===== src/rtl/mem_arbiter.sv =====
// mem_arbiter: two-port (instruction fetch / data) arbiter in front of a
// single-port RAM that has a 1-cycle registered read.
// Grants are combinational from the requests in the same cycle.
// Read data and error responses arrive one cycle after the grant.
// Optional macro MEM_ARB_RR_EN switches the arbitration policy.
//   Undefined: fixed priority, where the data port always wins.
//   Defined:   round-robin, where the port not granted last time wins.
module mem_arbiter #(
    parameter int MEM_WORDS = 512
) (
    input  logic        clk,
    input  logic        rst_n,
    input  logic        if_req,
    input  logic [15:0] if_addr,
    output logic        if_gnt,
    output logic        if_rvalid,
    output logic [15:0] if_rdata,
    output logic        if_err,
    input  logic        dm_req,
    input  logic        dm_we,
    input  logic [15:0] dm_addr,
    input  logic [15:0] dm_wdata,
    output logic        dm_gnt,
    output logic        dm_rvalid,
    output logic [15:0] dm_rdata,
    output logic        dm_err,
    output logic [15:0] ram_addr,
    output logic [15:0] ram_wdata,
    output logic        ram_we,
    input  logic [15:0] ram_rdata
);

    localparam logic [16:0] MEM_LIMIT = 17'(MEM_WORDS);

    typedef enum logic [1:0] {
        PEND_NONE = 2'd0,
        PEND_IF   = 2'd1,
        PEND_DM   = 2'd2
    } pend_t;

    pend_t pend_q, pend_d;
    logic  if_err_q, if_err_d;
    logic  dm_err_q, dm_err_d;
    logic  if_in_range, dm_in_range;
    logic  if_win, dm_win;

    // Address range checks against the implemented RAM size
    always_comb begin
        if_in_range = ({1'b0, if_addr} < MEM_LIMIT);
        dm_in_range = ({1'b0, dm_addr} < MEM_LIMIT);
    end

`ifdef MEM_ARB_RR_EN
    typedef enum logic {
        LAST_IF = 1'b0,
        LAST_DM = 1'b1
    } last_t;

    last_t last_q, last_d;

    // Round-robin choice: on conflict the port that was not granted last wins
    always_comb begin
        if_win = 1'b0;
        dm_win = 1'b0;
        if (if_req && dm_req) begin
            if (last_q == LAST_IF) begin
                dm_win = 1'b1;
            end else begin
                if_win = 1'b1;
            end
        end else begin
            if_win = if_req;
            dm_win = dm_req;
        end
    end

    // Last-grant memory only moves on cycles where something was granted
    always_comb begin
        last_d = last_q;
        if (dm_win) begin
            last_d = LAST_DM;
        end else if (if_win) begin
            last_d = LAST_IF;
        end
    end

    // Last-grant register; starts at IF so the first conflict goes to dm
    always_ff @(posedge clk or negedge rst_n) begin
        if (!rst_n) begin
            last_q <= LAST_IF;
        end else begin
            last_q <= last_d;
        end
    end
`else
    // Fixed priority: the data port always beats instruction fetch
    always_comb begin
        dm_win = dm_req;
        if_win = if_req & ~dm_req;
    end
`endif

    // Grants are suppressed while reset is held so nothing leaks out early
    always_comb begin
        if_gnt = if_win & rst_n;
        dm_gnt = dm_win & rst_n;
    end

    // Steer the granted in-range access onto the RAM port, idle it otherwise
    always_comb begin
        ram_addr  = 16'h0000;
        ram_wdata = 16'h0000;
        ram_we    = 1'b0;
        if (dm_gnt && dm_in_range) begin
            ram_addr  = dm_addr;
            ram_wdata = dm_wdata;
            ram_we    = dm_we;
        end else if (if_gnt && if_in_range) begin
            ram_addr = if_addr;
        end
    end

    // Work out which port owns next cycle's read data and which one errors
    always_comb begin
        pend_d   = PEND_NONE;
        if_err_d = 1'b0;
        dm_err_d = 1'b0;
        if (dm_gnt) begin
            if (!dm_in_range) begin
                dm_err_d = 1'b1;
            end else if (!dm_we) begin
                pend_d = PEND_DM;
            end
        end else if (if_gnt) begin
            if (!if_in_range) begin
                if_err_d = 1'b1;
            end else begin
                pend_d = PEND_IF;
            end
        end
    end

    // Pending-read owner and error flags, cleared immediately by reset
    always_ff @(posedge clk or negedge rst_n) begin
        if (!rst_n) begin
            pend_q   <= PEND_NONE;
            if_err_q <= 1'b0;
            dm_err_q <= 1'b0;
        end else begin
            pend_q   <= pend_d;
            if_err_q <= if_err_d;
            dm_err_q <= dm_err_d;
        end
    end

    // Route RAM read data to the owning port; rdata is zero unless valid
    always_comb begin
        if_rvalid = (pend_q == PEND_IF);
        dm_rvalid = (pend_q == PEND_DM);
        if_rdata  = if_rvalid ? ram_rdata : 16'h0000;
        dm_rdata  = dm_rvalid ? ram_rdata : 16'h0000;
        if_err    = if_err_q;
        dm_err    = dm_err_q;
    end

endmodule


===== config.mk =====
export PLATFORM = sky130hd
export DESIGN_NAME = mem_arbiter
export DESIGN_NICKNAME = d
export VERILOG_FILES = /design/src/rtl/mem_arbiter.sv
export SDC_FILE = /design/constraint.sdc
export NUM_CORES = 1
export LEC_CHECK = 0
export ABC_AREA = 1
export CAP_MARGIN = 15
export CELL_PAD_IN_SITES_DETAIL_PLACEMENT = 2
export CELL_PAD_IN_SITES_GLOBAL_PLACEMENT = 2
export CORE_ASPECT_RATIO = 0.9
export CORE_UTILIZATION = 10
export CTS_CLUSTER_DIAMETER = 50
export DETAILED_ROUTE_END_ITERATION = 8
export GPL_ROUTABILITY_DRIVEN = 0
export HOLD_SLACK_MARGIN = 0.08
export PLACE_DENSITY = 0.95
export RECOVER_POWER = 100
export SYNTH_ARGS = -nofsm -noshare
export SYNTH_HDL_FRONTEND = slang
export SYNTH_SLANG_ARGS = --single-unit

===== constraint.sdc =====
create_clock -name clk -period 1.7 [get_ports clk]
set_input_delay 0.425 -clock clk [delete_from_list [all_inputs] [get_ports clk]]
set_output_delay 0.425 -clock clk [all_outputs]
set_load 0.05 [all_outputs]

==> results of run 1 <==
[final timing paths]
check | end | slack, ns | cells after the start
max | ram_wdata[9] | -0.17 | 9
min | pend_q[0]$_DFF_PN0_ | 0.20 | 2
max in group asynchronous | pend_q[1]$_DFF_PN0_ | 1.31 | 2
min in group clk | pend_q[0]$_DFF_PN0_ | 0.62 | 5
[flip-flops by register name, summed over array words and instances (netlist names)]
signal	flops
if_err	1
dm_err	1
pend_q	2
[logic make-up after synthesis]
logic type             after synthesis
and+or+nand+nor                     98
buffers and inverters               53
DFF                                  4
other                                1
[through the flow]
stage | setup TNS (ns) | hold slack, ns | util (%) | cell area [µm²] | std cells
after floorplan | -1.82 | 0.129 | - | 1030 | 162
after global placement | -11.30 | 0.761 | 38.0 | 3090 | 393
after detailed placement | -13.27 | 0.783 | 38.0 | 3090 | 393
after CTS | -3.85 | 0.138 | 44.0 | 3590 | 413
after global routing | -5.11 | 0.214 | 47.9 | 3900 | 424
final | -3.41 | 0.199 | 47.9 | 3900 | 424
[cell usage in the layout (no fill, tap or decap)]
cell type	synthesis	final
buf_12	1	67
nor2_4	12	57
clkdlybuf4s50_1	0	50
inv_1	40	28
buf_4	8	21
buf_6	0	14
nand3_2	0	12
inv_2	0	10
nand2_4	1	9
conb_1	1	7
buf_2	4	7
nand2_2	1	6
nand3_4	0	6
dfrtp_1	4	4
nor2_2	1	3
nor2_1	49	3
clkbuf_8	0	3
nand2_8	0	2
buf_16	0	2
clkbuf_1	0	2
buf_8	0	2
diode_2	0	1
nand2_1	15	1
clkinv_4	0	1
nor3_1	1	1
inv_12	0	1
clkbuf_16	0	1
inv_8	0	1
clkdlybuf4s15_1	0	1
dlygate4sd2_1	0	1
dlymetal6s2s_1	0	1
[layout make-up]
cell class                      instances  area (µm²)  area share [%]
Sequential cell                         4         100            2.57
Timing Repair Buffer                  169        2340            60.0
Inverter                               40         168            4.30
Multi-Input combinational cell        107        1110            28.5
Tap cell                               99         124            3.18
Timing Repair inverter                  1        11.3           0.289
Antenna cell                            1        2.50          0.0642
Clock buffer                            3        41.3            1.06
[timing repair]
action                                 CTS  global route
buffers inserted                        12             9
resized for setup                      139            57
setup endpoints to repair               59            58
endpoints found under the hold margin    0             0
cloned                                   5             2
pin swaps                               44            38
[layer usage]
layer	up-vias	GRT usage, %	share of wire (%)
li1	775	-	-
met1	806	13.9	31
met2	102	35.7	60
met3	10	4.53	7.3
met4	0	3.21	1.9
met5	-	0	0
[power groups by stage]
stage	clock network (mW)	registers, mW	logic [mW]
after floorplan	0	0.108	0.115
after global placement	0	0.0998	0.304
after detailed placement	0	0.0999	0.319
after CTS	0.201	0.0989	0.367
after global routing	0.215	0.0988	0.428
final	0.202	0.0988	0.410
[critical path: cells and delay by family]
kind | cells | cell delay, ns
buffers and inverters | 4 | 0.51
and+or+nand+nor | 5 | 0.49
==> impl_metrics.py, run 1 <==
metrics = {
    "grt": {
        "grt_pass1_wl_mm": 10.6,
        "grt_overflow": 0,
        "grt_max_degree": 18,
        "grt_pass1_vias": 1889,
        "grt_usage_pct": 15.9,
        "antenna_found_initial": 1,
    },
    "yosys": {
        "yosys_warnings": 0,
        "synth_area_per_cell_um2": 5.44,
        "synthDistinctLibCells": 14,
        "ys_ff_latch": 4,
        "synthCells": 156,
        "synth_compound_area_share_pct": 0,
        "synth_top_family_by_area": "simple AND/OR/NAND/NOR gates",
        "synthSimpleGateAreaFrac_pct": 58.3,
        "synth_top_flop_cell": "dfrtp_1",
        "syn_area_um2": 848,
        "netlist_top_cells_count": "49 x nor2_1, 40 x inv_1, 18 x nand3_1, 15 x nand2_1, 12 x nor2_4",
        "yosysTopAreaCell": "nor2_1",
        "synth.most_common_cell": "nor2_1",
        "synth_xor_area_share_pct": 0,
        "yosysTopAreaCellShare_pct": 21.7,
        "synth_edf_count": 0,
        "synthArstFlopShare_pct": 100,
        "synthMuxAreaShare_pct": 0,
        "synth_seq_area_share_pct": 11.8,
        "synthTopCellsByArea": "nor2_1 22%, inv_1 18%, nor2_4 16%, dfrtp_1 12%, nand3_1 11%",
        "yosys.area_share.adder_pct": 0,
    },
    "clocking": {
        "clk_pin_slew_ns": 0.03,
        "cts_buffers": 3,
        "clk_path_buf_depth": 2,
        "cts-hold-fix-buffers": 0,
        "htree_levels": 1,
        "cts_root_buf": "clkbuf_8",
        "cts_tree": "done",
        "clock_sinks": 4,
    },
    "critical_path": {
        "path_cells": "buf_6 -> nor2_4 -> nand2_2 -> nor2_4 -> buf_6 -> nand2_8 -> buf_12 -> nor2_4 -> buf_12",
        "arrival_ns": 1.44,
        "worstSetupPathType": "in2out",
        "worstSetupEndpointType": "output pin",
        "cp-start-kind": "input pin",
        "cp-startpoint": "dm_addr[10]",
        "cpPeakStageDelay_ns": 0.15,
        "slowest_stage": "buf_12",
        "cp_common_cell": "nor2_4",
        "cp.required_ns": 1.27,
        "crit_fanout": 5,
    },
    "floorplanning": {
        "die_area_um2": 8860,
        "start_util_pct": 10.4,
        "die_y_um": 89.4,
        "rows": 31,
        "core_um2": 8150,
        "ios": 140,
        "die_w_um": 99.1,
    },
    "status": {
        "violations": "negative setup slack",
        "status": "complete, but fails checks",
    },
    "sta": {
        "worst_slew_pin_slew_ns": 0.630,
        "hold_violations": 0,
        "setup_slack_ns": -0.165,
        "rsz0062_at_grt": "yes",
        "max_freq_mhz": 536,
        "finalCriticalPeriod_ns": 1.87,
        "relSlewSlack_pct": 58.2,
        "slew_viol_final": 0,
        "period_share_pct": 110,
        "setup_viol": 26,
    },
    "pwr": {
        "total_power_mw": 0.710,
        "sw_frac_of_total_pct": 36.8,
        "clockPowerShare_pct": 28.4,
        "ir_worst_vdd_uv": 149,
        "power_density_nw_per_um2": 182,
        "pwr-share-comb_pct": 57.7,
        "p_leak_nw": 1.57,
        "switchingPower_mw": 0.262,
        "power_frac_seq_pct": 13.9,
        "intPower_mw": 0.449,
    },
    "route": {
        "first_pass_iters": 4,
        "viasPerCell": 3.99,
        "wirelength_mm": 8.06,
        "ant_nets": 0,
        "drc": 0,
        "vias": 1693,
        "wl_per_cell_um": 19.0,
        "drtIter0Drc": 12,
    },
    "worst_hold_path": {
        "hp-class": "in2async",
    },
    "placed_design": {
        "hpwlAfterDp_mm": 5.04,
        "pre_cts_slack_ns": -0.497,
        "numPortBuffers": 132,
    },
    "flow_run": {
        "cap_violations": 0,
    },
    "layout": {
        "drive_above_1_share_pct": 69.4,
        "fin_nets": 395,
        "nFillCells": 779,
        "area_delta_synth_final_pct": 360,
    },
}
Note: power is estimated with default switching activity, not from simulation.
==> run 2: changes to the inputs <==
--- a/config.mk
+++ b/config.mk
@@ -10,6 +10,7 @@
 export CELL_PAD_IN_SITES_DETAIL_PLACEMENT = 2
 export CELL_PAD_IN_SITES_GLOBAL_PLACEMENT = 2
 export CORE_ASPECT_RATIO = 0.9
+export CORE_MARGIN = 4
 export CORE_UTILIZATION = 10
 export CTS_CLUSTER_DIAMETER = 50
 export DETAILED_ROUTE_END_ITERATION = 8
==> run 2 against run 1 <==
Against the previous run:
- the run still ends with negative setup slack left
- core utilization decreased by 0.46 points
- clock power about the same
- first-iteration DRC count decreased by 75%
- fmax decreased by 1.7%
- cell area decreased by 0.96%
- sequential power about the same
- combinational power decreased by 2%
- sequential share of layout area about the same
- wire length decreased by 1.6%
- largest cell class unchanged
==> impl_metrics.py, run 2 (synthesis gave the netlist of run 1 again) <==
metrics = {
    "layout": {
        "nFillCells": 802,
        "area_delta_synth_final_pct": 355,
        "drive_above_1_share_pct": 69.5,
        "fin_nets": 392,
        "fin_util_pct": 47.4,
        "regArea_um2": 100,
        "largest_reg_flops": 2,
        "layout.cells.most_common_list": "66 x buf_12, 58 x nor2_4, 49 x clkdlybuf4s50_1",
        "final_common_cell": "buf_12",
        "finalInstanceArea_um2": 3860,
        "multiInputGateArea_um2": 1090,
        "regMostFlops": "pend_q",
    },
    "sta": {
        "rsz0062_at_grt": "yes",
        "slew_viol_final": 0,
        "period_share_pct": 112,
        "max_freq_mhz": 527,
        "worst_slew_pin_slew_ns": 0.621,
        "relSlewSlack_pct": 58.8,
        "final.setup.tns_ns": -3.71,
        "setup_slack_ns": -0.198,
        "finalCriticalPeriod_ns": 1.90,
        "hold_violations": 0,
        "setup_viol": 27,
    },
    "floorplanning": {
        "ios": 140,
        "start_util_pct": 10.4,
        "rows": 31,
        "die_area_um2": 10000,
        "die_y_um": 95.4,
        "core_um2": 8150,
        "die_w_um": 105,
    },
    "route": {
        "wl_per_cell_um": 18.8,
        "viasPerCell": 3.88,
        "ant_nets": 0,
        "drtIter0Drc": 3,
        "vias": 1634,
        "first_pass_iters": 4,
        "wirelength_mm": 7.93,
        "drc": 0,
    },
    "pwr": {
        "p_leak_nw": 1.59,
        "ir_worst_vdd_uv": 138,
        "power_density_nw_per_um2": 182,
    },
    "grt": {
        "antenna_found_initial": 1,
        "grt_use_met3_pct": 5.82,
        "grt_max_degree": 18,
        "met1_usage_pct": 13.8,
        "grt_pass1_vias": 1901,
        "use_met2_pct": 29.1,
        "grt_busiest_layer": "met2",
        "grt_overflow": 0,
        "grt_pass1_wl_mm": 11.1,
        "grt_usage_pct": 14.5,
    },
    "critical_path": {
        "arrival_ns": 1.47,
        "crit_fanout": 6,
        "worstSetupEndpointType": "output pin",
        "cp-start-kind": "input pin",
        "worstSetupPathType": "in2out",
        "cp.required_ns": 1.27,
    },
    "clocking": {
        "clk_pin_slew_ns": 0.03,
        "clk_path_buf_depth": 2,
        "clock_sinks": 4,
        "htree_levels": 1,
        "cts_tree": "done",
        "cts_root_buf": "clkbuf_8",
        "cts_buffers": 3,
    },
    "flow_run": {
        "cap_violations": 0,
    },
    "placed_design": {
        "hpwlAfterDp_mm": 5.39,
        "numPortBuffers": 132,
        "placed_area_um2": 3100,
    },
    "worst_hold_path": {
        "hp-class": "in2async",
    },
    "status": {
        "status": "complete, but fails checks",
        "violations": "negative setup slack",
    },
}
[run 2: path summary, 6_finish.rpt]
kind,start,end,cells past startpoint
worst max-delay path,dm_addr[11],ram_wdata[1],9
worst min-delay path,rst_n,pend_q[0]$_DFF_PN0_,2
max in group asynchronous,rst_n,if_err$_DFF_PN0_,2
min in group clk,if_addr[13],if_err$_DFF_PN0_,5
[run 2: layout make-up]
| class | count | area share (%) |
|---|---|---|
| repair inverters | 1 | 0.292 |
| diodes | 1 | 0.0648 |
| flip-flops and latches | 4 | 2.59 |
| inverters | 40 | 4.41 |
| well taps | 99 | 3.21 |
| multi-input cells | 107 | 28.2 |
| repair buffers | 166 | 60.1 |
| clock buffers | 3 | 1.07 |
[run 2: critical path, cell delays in order]
cell and delay (ns):
buf_6 0.09, nor2_4 0.09, nand2_2 0.07, nor2_4 0.15, buf_6 0.13, nand2_8 0.08
buf_4 0.15, nor2_4 0.12, buf_12 0.15
[run 2: timing repair]
action / 4_1_cts / 5_1_grt
setup buffers: 11 / 5
hold buffers: 0 / 0
setup endpoints to repair: 59 / 56
gates cloned: 4 / 2
pin swaps: 34 / 27
gates resized for setup: 160 / 43
[run 2: metrics by stage]
stage / worst slack, ns / power, mW / std cells / hold WS [ns]
2_1_floorplan: -0.181 / 0.223 / 162 / 0.129
3_3_place_gp: -0.420 / 0.407 / 396 / 0.773
3_5_place_dp: -0.511 / 0.420 / 396 / 0.781
4_1_cts: -0.188 / 0.684 / 414 / 0.132
5_1_grt: -0.256 / 0.738 / 421 / 0.205
6_report: -0.198 / 0.701 / 421 / 0.196
[run 2: power by group]
part,leakage [nW],internal [mW],switching [mW]
logic,1.51,0.198,0.203
registers,0.0543,0.0981,0.000674
clock network,0.0216,0.151,0.0504
total,1.59,0.447,0.254
[run 2: metal layers]
| metal | routed length (µm) | vias to the layer above |
|---|---|---|
| met5 | 0 | - |
| met4 | 74 | 0 |
| met3 | 789 | 8 |
| met2 | 4510 | 104 |
| met1 | 2560 | 756 |
| li1 | - | 766 |
==> RTL edit 1: new RTL, config.mk and constraints of run 1 <==
Encoding of `pend_t`: now one-hot (3 bits for 3 values).
--- a/src/rtl/mem_arbiter.sv
+++ b/src/rtl/mem_arbiter.sv
@@ -32,10 +32,10 @@
 
     localparam logic [16:0] MEM_LIMIT = 17'(MEM_WORDS);
 
-    typedef enum logic [1:0] {
-        PEND_NONE = 2'd0,
-        PEND_IF   = 2'd1,
-        PEND_DM   = 2'd2
+    typedef enum logic [2:0] {
+        PEND_NONE = 3'b001,
+        PEND_IF   = 3'b010,
+        PEND_DM   = 3'b100
     } pend_t;
 
     pend_t pend_q, pend_d;
Formal check against the unedited RTL: no difference found for any inputs over 10 cycles, from zero or initial values and one cycle with rst_n low; not proved beyond that.
==> RTL edit 1 against run 1 <==
Sequential cell count up 1; critical path depth down 1; setup slack worse by 0.064 ns; sequential share of layout area up 0.72 points; die area down 0.57%; design area down 1.5%; hold slack worse by 0.0037 ns; via count about the same; the flow still finishes with violations (setup timing); synthesized area down 0.59%; power up 0.97%; combinational power down 9.3%; routed wire length up 0.11%.
==> RTL edit 1: results (changes against run 1) <==
Placement
  • Cells after DPL: 404 (+2.8%)
  • Dpl hpwl: 5500 um (+9.1%)
  • DP Worst Slack: -0.547 ns (-0.0496 ns)
  • Cell Area, Placed: 3270 um^2 (+5.6%)

Detailed routing
  • Met3 routed WL: 712 um (+21%)
  • Drt wl/cell: 18.9 um (-0.59%)
  • Vias: 1694 (+0.059%)
  • Vias per cell: 3.97 (-0.64%)
  • DR pass1 iterations: 3 (-1)
  • DRT iter0 DRCs: 16 (+4)
  • Met1 Wirelength: 2470 um (+0.20%)
  • Met2 WL: 4680 um (-3.6%)

Finish
  • Layout cells sized above 1: 0.628 (-0.0664)
  • # diodes: 0 (-1)
  • Max reg flops: 3 (+1)
  • Biggest register: pend_q

Synth
  • Dominant cells by area after synthesis: nor2_1, inv_1, dfrtp_1, nand3_1, nand2_1
  • Sequential fraction of the synthesis area: 0.150 (+0.0319)
  • Avg Inst Size Synth: 5.08 um^2 (-6.6%)
  • Multiplexer share of the synthesized area: 0 (unchanged)
  • Main combinational cell family by area after synthesis: simple AND/OR/NAND/NOR gates
  • Compound-Gate Fraction of Synth Area: 0 (unchanged)
  • Distinct cell type count after synthesis: 16 (+2)
  • Most instantiated cells after synthesis: nor2_1, inv_1, nand2_1, nand3_1, buf_4

Global route
  • Largest net degree at the start of global routing: 9 (-9)
  • First-pass GRT wire length: 11900 um (+12%)
  • Number of global-route vias before repair: 2090 (+11%)
  • Met1 Usage GRT: 0.162 (+0.0229)
  • Total GRT Usage: 0.183 (+0.0239)
  • Antenna violations before repair: 0 (-1)
  • GR Layer Usage met2: 0.392 (+0.0350)
  • Met3 Usage GRT: 0.0539 (+0.00860)

Critical path
  • CP max stage delay: 0.20 ns (+0.05 ns)
  • Critical Path AT: 1.50 ns (+0.06 ns)
  • CP startpoint: dm_addr[9]
  • Max FO, Critical Path: 7 (+2)
  • Crit path to: ram_wdata[5]
  • Worst path top cell family by delay: buffers and inverters
  • Slowest-stage cell, CP: nand3b_1

Timing
  • Final hold slack: 0.195 ns (-0.00374 ns)
  • Final setup viols: 58 (+120%)
  • Setup TNS: -7.72 ns (-4.31 ns)
  • Slew @ Worst Pin: 0.617 ns (-0.0132 ns)
  • Final worst slack: -0.229 ns (-0.0638 ns)

Clocking
  • Post-CTS sizing: 126 (-9.4%)
  • Setup Fix Bufs, Post-CTS: 15 (+3)
  • H-Tree Depth: 1 (unchanged)

Power and ir drop
  • Psw: 0.000254 W (-2.7%)
  • Worst IR Drop VDD: 127 uV (-15%)
  • Leakage: 1.58 nW (+0.29%)

Outcome
  • Violated checks: setup timing
  • Run status: finished with violations
-- RTL edit 1: cell types whose count changed in the layout (fill, tap and decap cells not counted), sizes merged, moves of 2 or more --
cell	run 1	this run
buf	113	107
inv	40	43
nor2	63	60
bufinv	0	2
nand2	18	20
nor3	1	3
-- RTL edit 1: cell type report --
cell class	count	area, um^2
inverter	43	216
tap	99	124
timing repair buffer	164	2240
sequential	5	126
timing repair inverter	2	22.5
clock buffer	4	45.0
fill	808	4270
multi-input combinational	110	1070
-- RTL edit 1: cell families (layout without fill, tap and decap cells) --
group                  count (synthesis)  count (layout)
buffers and inverters                 57             213
DFF                                    5               5
other                                  1               7
and+or+nand+nor                      103             103
-- RTL edit 1: power groups by stage --
stage               clock network [W]  logic [W]  registers [W]
global route                 0.000233   0.000393       0.000128
global placement                    0   0.000314       0.000128
finish                       0.000218   0.000372       0.000127
CTS                          0.000226   0.000348       0.000128
detailed placement                  0   0.000328       0.000129
floorplan                           0   0.000125       0.000136
==> RTL edit 2: new RTL, settings of run 1 <==
Made on the original files. Change the parameter `MEM_WORDS` from 512 to 256.
--- a/src/rtl/mem_arbiter.sv
+++ b/src/rtl/mem_arbiter.sv
@@ -6,7 +6,7 @@
 //   Undefined: fixed priority, where the data port always wins.
 //   Defined:   round-robin, where the port not granted last time wins.
 module mem_arbiter #(
-    parameter int MEM_WORDS = 512
+    parameter int MEM_WORDS = 256
 ) (
     input  logic        clk,
     input  logic        rst_n,
Behaviour: not the same (a bounded check fails within 4 cycles, from zero or initial values and one cycle with rst_n low).
==> RTL edit 2 against run 1 <==
The flow still finishes with violations (setup timing); combinational power is 6.1% lower; count of clock-buffer cells in the layout stayed put; synthesized area is 10% lower; synthesized cell count is 3.2% lower; routed wire length is 12% lower; utilization is 3.8 points higher; setup slack better by 0.070 ns; design area is 4.4% lower; sequential cell count stayed put; power is 2.9% lower; highest routed layer unchanged.
==> RTL edit 2: results (changes against run 1) <==
Outcome
  • Violated checks: setup timing
  • Run status: finished with violations

Detailed routing
  • Top layer in use: met4
  • Drt wl/cell: 17.7 um (-6.6%)
  • DRT iter0 DRCs: 6 (-6)
  • Met2 WL: 4440 um (-8.5%)
  • Met1 Wirelength: 2080 um (-15%)
  • Vias: 1585 (-6.4%)
  • Met3 routed WL: 409 um (-30%)
  • Residual DRC: 0 (unchanged)
  • DR pass1 iterations: 2 (-2)

Synth
  • Sequential fraction of the synthesis area: 0.132 (+0.0136)
  • Post-synthesis xor/xnor area fraction: 0 (unchanged)
  • Dominant cells by area after synthesis: nor2_1, inv_1, dfrtp_1, nand3_1, nor2_2
  • Distinct cell type count after synthesis: 14 (unchanged)
  • Compound-Gate Fraction of Synth Area: 0 (unchanged)
  • Main flop type after synthesis: dfrtp_1
  • Ys Warns: 0 (unchanged)
  • Async SR Flop Fraction: 1.00 (unchanged)
  • Most instantiated cells after synthesis: nor2_1, inv_1, nand3_1
  • Adder-Cell Fraction of Synth Area: 0 (unchanged)

Clocking
  • Clock buffer count from CTS: 3 (unchanged)
  • Longest Clk Path Bufs: 2 (unchanged)
  • Root buf cell: clkbuf_8
  • Reg clk slew, reported paths: 0.03 ns (about the same)

Placement
  • Cell Area, Placed: 3070 um^2 (-0.61%)
  • DP Worst Slack: -0.541 ns (-0.0434 ns)
  • Dpl hpwl: 5000 um (-0.86%)
  • Port-buffer cells: 131 (-0.76%)

Global route
  • Number of global-route vias before repair: 1862 (-1.4%)
  • Total GRT Usage: 0.169 (+0.0105)
  • Grt total ovfl: 0 (unchanged)
  • Antenna violations before repair: 0 (-1)
  • First-pass GRT wire length: 10200 um (-3.7%)

Timing
  • Final worst slack: -0.0953 ns (+0.0697 ns)
  • Final setup viols: 25 (-3.8%)

Power and ir drop
  • Worst IR Drop VDD: 103 uV (-31%)
  • Leakage: 1.51 nW (-4.2%)

Finish
  • Layout cells sized above 1: 0.716 (+0.0212)
  • Max reg flops: 2 (unchanged)
  • # diodes: 0 (-1)
  • Nets: 377 (-4.6%)
  • Biggest register: pend_q

Critical path
  • Critical Path AT: 1.37 ns (-0.07 ns)

Worst hold path
  • Worst Hold Class: input port to async pin
RTL edit 2: worst max-delay path, stage by stage:
cell	delay, ns
buf_6	0.10
nor2_4	0.09
nand2_2	0.07
nor2_4	0.15
buf_12	0.17
nand2_8	0.09
nor2_4	0.12
buf_12	0.14
RTL edit 2: path summary, 6_finish.rpt:
check,start,endpoint,slack [ns],cells past startpoint
worst max-delay path,dm_addr[10],ram_wdata[13],-0.1,8
worst min-delay path,rst_n,if_err,0.15,2
max in group asynchronous,rst_n,pend_q[0],1.35,2
min in group clk,dm_req,dm_err,0.50,3
RTL edit 2: cells by family after synthesis:
family                 after synthesis
and+or+nand+nor                     97
DFF                                  4
other                                1
buffers and inverters               49
RTL edit 2: routing by layer:
metal  track usage  vias to the layer above
met1         0.160                      757
met2         0.352                       82
li1              -                      735
met4        0.0559                        0
met5             0                        -
met3        0.0317                       11
RTL edit 2: through the flow:
| step | hold WS, ns | std cells | setup TNS [ns] |
|---|---|---|---|
| floorplan | 0.129 | 158 | -3.54 |
| global placement | 0.762 | 382 | -12.58 |
| detailed placement | 0.759 | 382 | -14.78 |
| CTS | 0.133 | 394 | -1.90 |
| global route | 0.159 | 399 | -3.75 |
| finish | 0.146 | 399 | -1.94 |
RTL edit 2: power by group:
group / switching, W / internal (W)
Clock: 0.0000545 / 0.000151
Sequential: 0.000000746 / 0.0000981
Combinational: 0.000198 / 0.000187
RTL edit 2: repair_timing:
item	in CTS	in global routing
setup endpoints to repair	53	57
resized for setup	149	49
gates cloned	4	3
buffers inserted	5	2
pin swaps	46	23
RTL edit 2: area by class of cell:
cell class              instances  area (um^2)
clock buffers                   3         41.3
fillers                       704         3490
inverters                      38          158
multi-input cells             108         1100
flip-flops and latches          4          101
well taps                      93          116
repair buffers                152         2200
repair inverters                1         11.3
